===== config.mk =====
export PLATFORM = sky130hd
export DESIGN_NAME = key_debounce
export DESIGN_NICKNAME = d
export VERILOG_FILES = /design/src/rtl/key_debounce_pkg.sv /design/src/rtl/key_debounce_ch.sv /design/src/rtl/key_debounce.sv
export SDC_FILE = /design/constraint.sdc
export NUM_CORES = 1
export LEC_CHECK = 0
export BUFFER_PORTS_ARGS = -buffer_cell sky130_fd_sc_hd__buf_2
export CORE_UTILIZATION = 57
export DETAILED_ROUTE_END_ITERATION = 12
export GPL_TIMING_DRIVEN = 0
export PLACE_DENSITY = 0.8
export SLEW_MARGIN = 20
export SYNTH_ARGS = -nofsm -noshare
export SYNTH_HDL_FRONTEND = slang
export SYNTH_SLANG_ARGS = --single-unit

===== constraint.sdc =====
create_clock -name clk -period 2.4 [get_ports clk]
set_clock_uncertainty 0.1 [all_clocks]
set_input_delay 0.24 -clock clk [delete_from_list [all_inputs] [get_ports clk]]
set_output_delay 0.24 -clock clk [all_outputs]
set_load 0.02 [all_outputs]

===== src/rtl/key_debounce_pkg.sv =====
// Shared definitions for the key_debounce slice: per-channel FSM encoding and
// the stable-counter width.
package key_debounce_pkg;

  typedef enum logic [1:0] {
    IDLE         = 2'd0,
    PRESS_WAIT   = 2'd1,
    PRESSED      = 2'd2,
    RELEASE_WAIT = 2'd3
  } state_e;

  localparam int unsigned CNT_W = 8;

endpackage


===== src/rtl/key_debounce_ch.sv =====
// One key channel: 2-flop synchroniser, debounce FSM with stable counter and,
// when KEY_REPEAT_EN is defined, an auto-repeat counter active while PRESSED.
module key_debounce_ch
  import key_debounce_pkg::*;
#(
  parameter int unsigned DEB_TICKS     = 8,
  parameter int unsigned ACTIVE_LOW    = 0
`ifdef KEY_REPEAT_EN
  ,
  parameter int unsigned REPEAT_DELAY  = 384,
  parameter int unsigned REPEAT_PERIOD = 76
`endif
) (
  input  logic clk,
  input  logic rst,
  input  logic tick,
  input  logic key_raw,
  output logic key_level,
  output logic key_press,
  output logic key_release,
  output logic key_repeat
);

  logic [1:0]       sync_q, sync_d;
  state_e           state_q, state_d;
  logic [CNT_W-1:0] cnt_q, cnt_d, cnt_inc;
  logic             press_q, press_d;
  logic             release_q, release_d;
  logic             s;

  assign sync_d = {sync_q[0], key_raw};
  assign s      = (ACTIVE_LOW != 0) ? ~sync_q[1] : sync_q[1];

  always_comb begin
    state_d   = state_q;
    cnt_d     = cnt_q;
    press_d   = 1'b0;
    release_d = 1'b0;
    cnt_inc   = cnt_q + CNT_W'(1);
    if (tick) begin
      unique case (state_q)
        IDLE: begin
          if (s) begin
            state_d = PRESS_WAIT;
            cnt_d   = CNT_W'(1);
          end
        end
        PRESS_WAIT: begin
          if (!s) begin
            state_d = IDLE;
            cnt_d   = '0;
          end else if (cnt_inc == CNT_W'(DEB_TICKS)) begin
            state_d = PRESSED;
            cnt_d   = '0;
            press_d = 1'b1;
          end else begin
            cnt_d = cnt_inc;
          end
        end
        PRESSED: begin
          if (!s) begin
            state_d = RELEASE_WAIT;
            cnt_d   = CNT_W'(1);
          end
        end
        RELEASE_WAIT: begin
          if (s) begin
            state_d = PRESSED;
            cnt_d   = '0;
          end else if (cnt_inc == CNT_W'(DEB_TICKS)) begin
            state_d   = IDLE;
            cnt_d     = '0;
            release_d = 1'b1;
          end else begin
            cnt_d = cnt_inc;
          end
        end
        default: begin
          state_d = IDLE;
          cnt_d   = '0;
        end
      endcase
    end
  end

  always_ff @(posedge clk) begin
    if (rst) begin
      sync_q    <= '0;
      state_q   <= IDLE;
      cnt_q     <= '0;
      press_q   <= 1'b0;
      release_q <= 1'b0;
    end else begin
      sync_q    <= sync_d;
      state_q   <= state_d;
      cnt_q     <= cnt_d;
      press_q   <= press_d;
      release_q <= release_d;
    end
  end

  assign key_level   = (state_q == PRESSED) || (state_q == RELEASE_WAIT);
  assign key_press   = press_q;
  assign key_release = release_q;

`ifdef KEY_REPEAT_EN
  localparam int unsigned REP_W = $clog2(REPEAT_DELAY + 1);

  logic [REP_W-1:0] rep_q, rep_d, rep_inc;
  logic             repeat_q, repeat_d;

  // Reloading to DELAY-PERIOD makes every later pulse land PERIOD ticks apart.
  always_comb begin
    rep_d    = rep_q;
    repeat_d = 1'b0;
    rep_inc  = rep_q + REP_W'(1);
    if (tick) begin
      if ((state_d == PRESSED) && (state_q != PRESSED)) begin
        rep_d = '0;
      end else if (state_q == PRESSED) begin
        if (rep_inc == REP_W'(REPEAT_DELAY)) begin
          repeat_d = 1'b1;
          rep_d    = REP_W'(REPEAT_DELAY - REPEAT_PERIOD);
        end else begin
          rep_d = rep_inc;
        end
      end
    end
  end

  always_ff @(posedge clk) begin
    if (rst) begin
      rep_q    <= '0;
      repeat_q <= 1'b0;
    end else begin
      rep_q    <= rep_d;
      repeat_q <= repeat_d;
    end
  end

  assign key_repeat = repeat_q;
`else
  assign key_repeat = 1'b0;
`endif

endmodule


===== src/rtl/key_debounce.sv =====
// Multi-key debouncer: sample strobe from div_res[TICK_BIT] rising edge shared
// by N_KEYS channels. Define KEY_REPEAT_EN to enable auto-repeat pulses.
module key_debounce
  import key_debounce_pkg::*;
#(
  parameter int unsigned N_KEYS        = 5,
  parameter int unsigned TICK_BIT      = 16,
  parameter int unsigned DEB_TICKS     = 8,
  parameter int unsigned ACTIVE_LOW    = 0,
  parameter int unsigned REPEAT_DELAY  = 384,
  parameter int unsigned REPEAT_PERIOD = 76
) (
  input  logic              clk,
  input  logic              rst,
  input  logic [31:0]       div_res,
  input  logic [N_KEYS-1:0] key_raw,
  output logic [N_KEYS-1:0] key_level,
  output logic [N_KEYS-1:0] key_press,
  output logic [N_KEYS-1:0] key_release,
  output logic [N_KEYS-1:0] key_repeat
);

  if (DEB_TICKS < 2 || DEB_TICKS > 255) begin : g_bad_deb
    $error("key_debounce: DEB_TICKS must be in 2..255");
  end
  if (TICK_BIT > 31) begin : g_bad_tick
    $error("key_debounce: TICK_BIT must be in 0..31");
  end
  if (REPEAT_PERIOD == 0 || REPEAT_PERIOD > REPEAT_DELAY) begin : g_bad_rep
    $error("key_debounce: REPEAT_PERIOD must be in 1..REPEAT_DELAY");
  end

  logic prev_q, prev_d;
  logic tick_q, tick_d;
  logic unused_div;

  assign unused_div = ^div_res;

  always_comb begin
    prev_d = div_res[TICK_BIT];
    tick_d = div_res[TICK_BIT] & ~prev_q;
  end

  always_ff @(posedge clk) begin
    if (rst) begin
      prev_q <= 1'b0;
      tick_q <= 1'b0;
    end else begin
      prev_q <= prev_d;
      tick_q <= tick_d;
    end
  end

  for (genvar i = 0; i < N_KEYS; i++) begin : g_ch
    key_debounce_ch #(
      .DEB_TICKS     (DEB_TICKS),
      .ACTIVE_LOW    (ACTIVE_LOW)
`ifdef KEY_REPEAT_EN
      ,
      .REPEAT_DELAY  (REPEAT_DELAY),
      .REPEAT_PERIOD (REPEAT_PERIOD)
`endif
    ) u_ch (
      .clk         (clk),
      .rst         (rst),
      .tick        (tick_q),
      .key_raw     (key_raw[i]),
      .key_level   (key_level[i]),
      .key_press   (key_press[i]),
      .key_release (key_release[i]),
      .key_repeat  (key_repeat[i])
    );
  end

endmodule


* After elaboration in Yosys (flattened, before gate mapping)
Cells that the tools add are included. W data, S select, Z words.
Word-level totals: output and inout port bits 20, word-level logic and storage cells 190, register bits after elaboration 72
Operators by class: equal/unequal tests 40, multiplexer cells 70, reduce and logical (&&, ||, !) cells 30, bitwise gates (word level) 18, add/sub/neg operators 5
Operators with widths (number):
- $mux W8 | 25
- $pmux W8 S4 | 5
- $mux W2 | 30
- $add A8 B1 Y8 const B | 5
- $eq A8 B4 Y1 const B | 5
- $pmux W2 S4 | 5
- $reduce_or A4 Y1 | 10
- $reduce_and A5 Y1 | 5
- $eq A2 B2 Y1 const B | 10
- $not A1 Y1 | 17
- $ne A3 B1 Y1 const B | 5
- $ne A3 B3 Y1 const B | 5
- $reduce_and A3 Y1 | 5
- $eq A2 B1 Y1 const B | 5
- $logic_not A2 Y1 | 5
- $ne A2 B1 Y1 const B | 5
- $ne A2 B2 Y1 const B | 5
- $logic_or A1 B1 Y1 | 5
- $mux W1 | 5
- $and A1 B1 Y1 | 1

* Logic depth before layout (Yosys ltp)
word-level depth 5, depth in mapped cells 6, mapped depth without buffers 6

* Modules after synthesis
From an unflattened synthesis, not the netlist that was laid out.
Second synthesis, totals: cell total of the unflattened synthesis 450, area, all modules 3906.2 um2
Modules (own cells, without submodules):
- key_debounce_ch at g_ch[3].u_ch ... | area an instance 803.3 um2, cells each 96, times used 2
- key_debounce_ch at g_ch[0].u_ch ... | area an instance 734.5 um2, cells each 85, times used 2
- key_debounce_ch at g_ch[2].u_ch | area an instance 772.0 um2, cells each 84, times used 1
- key_debounce | area an instance 58.8 um2, cells each 4, times used 1

* Worst setup path before layout
No wires, ideal clock.
kind reg-to-reg, start point reg g_ch[4].u_ch.cnt_q[0], end point reg with a tool-made name, setup time 0.072 ns, buffers on the path 0, path slack 0.538 ns, arrival time 1.690 ns, cell stages (with the launch flop) 7, required time 2.228 ns, cells stage by stage dfxtp_1 > ha_1 > and3_4 > a311oi_2 > a211oi_2 > nor4_1 > mux2i_1
RTL lines:
- start: declaration | line key_debounce_ch.sv:26 | logic [CNT_W-1:0] cnt_q, cnt_d, cnt_inc;
- start signal: assignment | line key_debounce_ch.sv:96 | cnt_q <= cnt_d;

* Worst setup path after layout
start point reg g_ch[4].u_ch.cnt_q[0], end point reg g_ch[4].u_ch.cnt_q[0]
Between the ends: cells in the longest elaborated chain, start to end 5, elaborated cells between the ends (all ways) 6, those cells by class add/sub: 1; eq/ne: 1; mux: 4
Ends and longest elaborated chain:
- $add A8 B1 Y8 * | line key_debounce_ch.sv:39 | cnt_inc = cnt_q + CNT_W'(1);
- $eq A8 B4 Y1 | line key_debounce_ch.sv:52, key_debounce_ch.sv:70
- $mux W8 * | line key_debounce_ch.sv:52, key_debounce_ch.sv:70
- $mux W8 (on tied branches) | line key_debounce_ch.sv:67, key_debounce_ch.sv:49
- $pmux W8 S4 * | line key_debounce_ch.sv:41 | unique case (state_q)
Mark *: on every way between the ends. The rest lies on a longest branch, timed or not. A chain may end at the register's enable or synchronous reset.

==> results.md <==
- Ranking of synthesized cells by area: dfxtp_1 38%, nand2_1 4.4%, a21oi_1 4.0%
- Remaining global-route overflow: 0
- Maximum VDD drop: 308 uV
- Antenna diodes: 0
- Wire per inst: 15.1 um
- Fin crit share: 0.893
- Max Buffers Root-to-Sink: 2
- Hold Fails Final Rpt: 0
- Count leader, synth: dfxtp_1
- Layout area overhead: 11.9%
- Yosys warning count: 0
- Failing checks: design-rule violations
- First-pass GRT wire length: 14700 um
- Routed via count: 3424
- Crit. Startpoint: g_ch[4].u_ch.cnt_q[0]$_SDFFE_PP0P_
- FMAX: 0.467 GHz
- CP Max Fanout: 8
- DRT antenna net count: 0
- Mapped Area: 3840 um^2
- CTS Buf Count: 9
- Top cell type's share of synthesized area: 0.376
- Rows: 29
- Final worst slack: 0.257 ns
- Status: finished with violations
- Setup crit start kind: flip-flop
- Main synth FF type: dfxtp_1
- Delay-heaviest family, CP: compound AO/OA/AOI/OAI gates
- Worst Path Arrival: 2.30 ns
- DRC Markers: 4
- CP endpoint kind: flip-flop
- First drt pass iteration count: 9
- DRT Wirelength: 8580 um
- Post-route core utilization: 0.669
- Die Wd: 84.1 um
- Post-synth cell types: 70
- Min-delay src: div_res[16]
- CTS tree: built
- Clock transition at path regs: 0.08 ns
- Max Cap Viol: 0
- CP max stage cell: dfxtp_1
- # port buffers: 22
- Full die area: 7060 um^2
- Number of global-route vias before repair: 3144
- Top-Level Pins: 59
- Pin count of the biggest net entering global routing: 13
- Tmin final: 2.14 ns
- CTS Sinks: 72
- Total power: 2.32 mW
- Worst-margin pin slew: 0.647 ns
- Average size of a mapped cell: 8.57 um^2
- Layout cells sized above 1: 0.170
- Tot GR Track Use: 0.261
- Buf/Inv on CP: 0
- Initial core utilization: 0.598
- Clk root buf: clkbuf_8
- Sequential share of the synthesized area: 0.376
- FFs w/ async S/R, synth: 0
- RSZ-0062 raised after global routing: false
- Layout Nets: 535
- Setup TNS: 0 ns
- Post-synthesis cell count: 448
- Final hold slack: 0.00977 ns
- Max_slew headroom: 0.569
- Power per cell area: 540 nW/um^2
- WS Path Type: reg2reg
- DR iter-0 viols: 162
- Max-slew violation total from the final report: 0
- Drt via density: 6.01
- Worst Hold Class: in2reg
- Reg2reg start: g_ch[4].u_ch.cnt_q[0]$_SDFFE_PP0P_
- Die Height: 84.1 um
- Static Leak: 1.62 nW
- H-tree Lvls: 3
- Setup violators final: 0
- Core Box Area: 6420 um^2
- Largest area contributor in the netlist: dfxtp_1
- Number of synthesized flops with an enable pin: 0
- Top cells by count, synth: 72 x dfxtp_1, 45 x nand2_1, 31 x a21oi_1, 29 x nor2_1, 25 x nand3_1
- Initial antenna violation count: 0
- Setup WS pre-CTS: 0.142 ns
- Clk_lat worst skew: 0.36 ns
- Required time of the critical path: 2.56 ns
- Placer Congestion: 0.892
- Synthesized flop and latch total: 72
- Ordered cell list for the critical path: ha_1, and3_4, a311oi_2, a211oi_2, o41ai_1, a211oi_1
- CP peak stage delay: 0.49 ns
- Hpwl dp: 5850 um
[registers in the layout, summed over array words and instances (netlist names), named ones only]
signal	count
g_ch.u_ch.key_press	5
g_ch.u_ch.sync_q	10
tick_q	1
g_ch.u_ch.state_q	5
g_ch.u_ch.key_release	5
g_ch.u_ch.cnt_q	40
prev_q	1
[cell families after synthesis]
| logic type | share of synthesized area |
|---|---|
| other cells | 0.000977 |
| compound gates | 0.177 |
| flops | 0.376 |
| simple gates | 0.294 |
| buf+inv | 0.0763 |
| fa+ha+maj | 0.0261 |
| mux | 0.0186 |
| xor+xnor | 0.0316 |
[where the power goes]
group          internal, mW  switching, mW  leakage, nW
Combinational        0.0318         0.0668        0.939
Sequential             1.21         0.0127        0.583
Clock                 0.533          0.468        0.101
Total                  1.77          0.547         1.62
[timing repair]
item / 4_1_cts / 5_1_grt
hold buffers: 3 / 0
hold endpoints to repair: 3 / 0
setup buffers: 0 / 0
gates resized for setup: 0 / 0
[area by class of cell]
class,count,area [um^2]
timing repair buffer,25,140
fill,542,2130
inverter,6,22.5
clock buffer,11,151
tap,77,96.3
buffer,43,270
clock inverter,5,55.1
multi-input combinational,331,2120
sequential,72,1440
[cell usage in the layout, fill, tap and decap left out, types with 4 or more instances in the layout]
master,instances
clkbuf_8,11
nor3b_1,5
o21ai_0,4
and4b_1,6
nand3_1,25
nand4_1,6
ha_1,8
nor2_1,29
or3_1,7
o32ai_1,4
conb_1,5
a22oi_1,5
and3_1,7
buf_4,20
nor2b_1,18
xor2_1,9
mux2i_1,6
clkbuf_1,15
inv_1,6
nand2_1,45
buf_6,4
a31oi_1,4
nor3_1,5
buf_2,25
nand3b_1,9
nor4_1,7
o21ai_1,24
a21oi_1,31
dfxtp_1,72
[per-layer routing]
layer	vias up	GRT usage	wire [um]
met5	-	0	0
met4	0	0.122	172
met3	13	0.0514	415
met2	97	0.423	4090
met1	1631	0.333	3910
li1	1683	-	-
[through the flow]
step / instance area, um^2 / cells
floorplan: 3850 / 452
global placement: 4060 / 551
detailed placement: 4060 / 551
CTS: 4300 / 570
global route: 4300 / 570
finish: 4300 / 570
[path summary, 6_finish.rpt]
kind	slack, ns	depth (start not counted)	to
max	0.26	6	g_ch[4].u_ch.cnt_q[0]$_SDFFE_PP0P_
min	0.01	2	prev_q$_SDFF_PP0_
max reg2reg	0.26	6	g_ch[4].u_ch.cnt_q[0]$_SDFFE_PP0P_
min reg2reg	0.30	1	tick_q$_SDFF_PP0_
(Power assumes the default switching activity.)
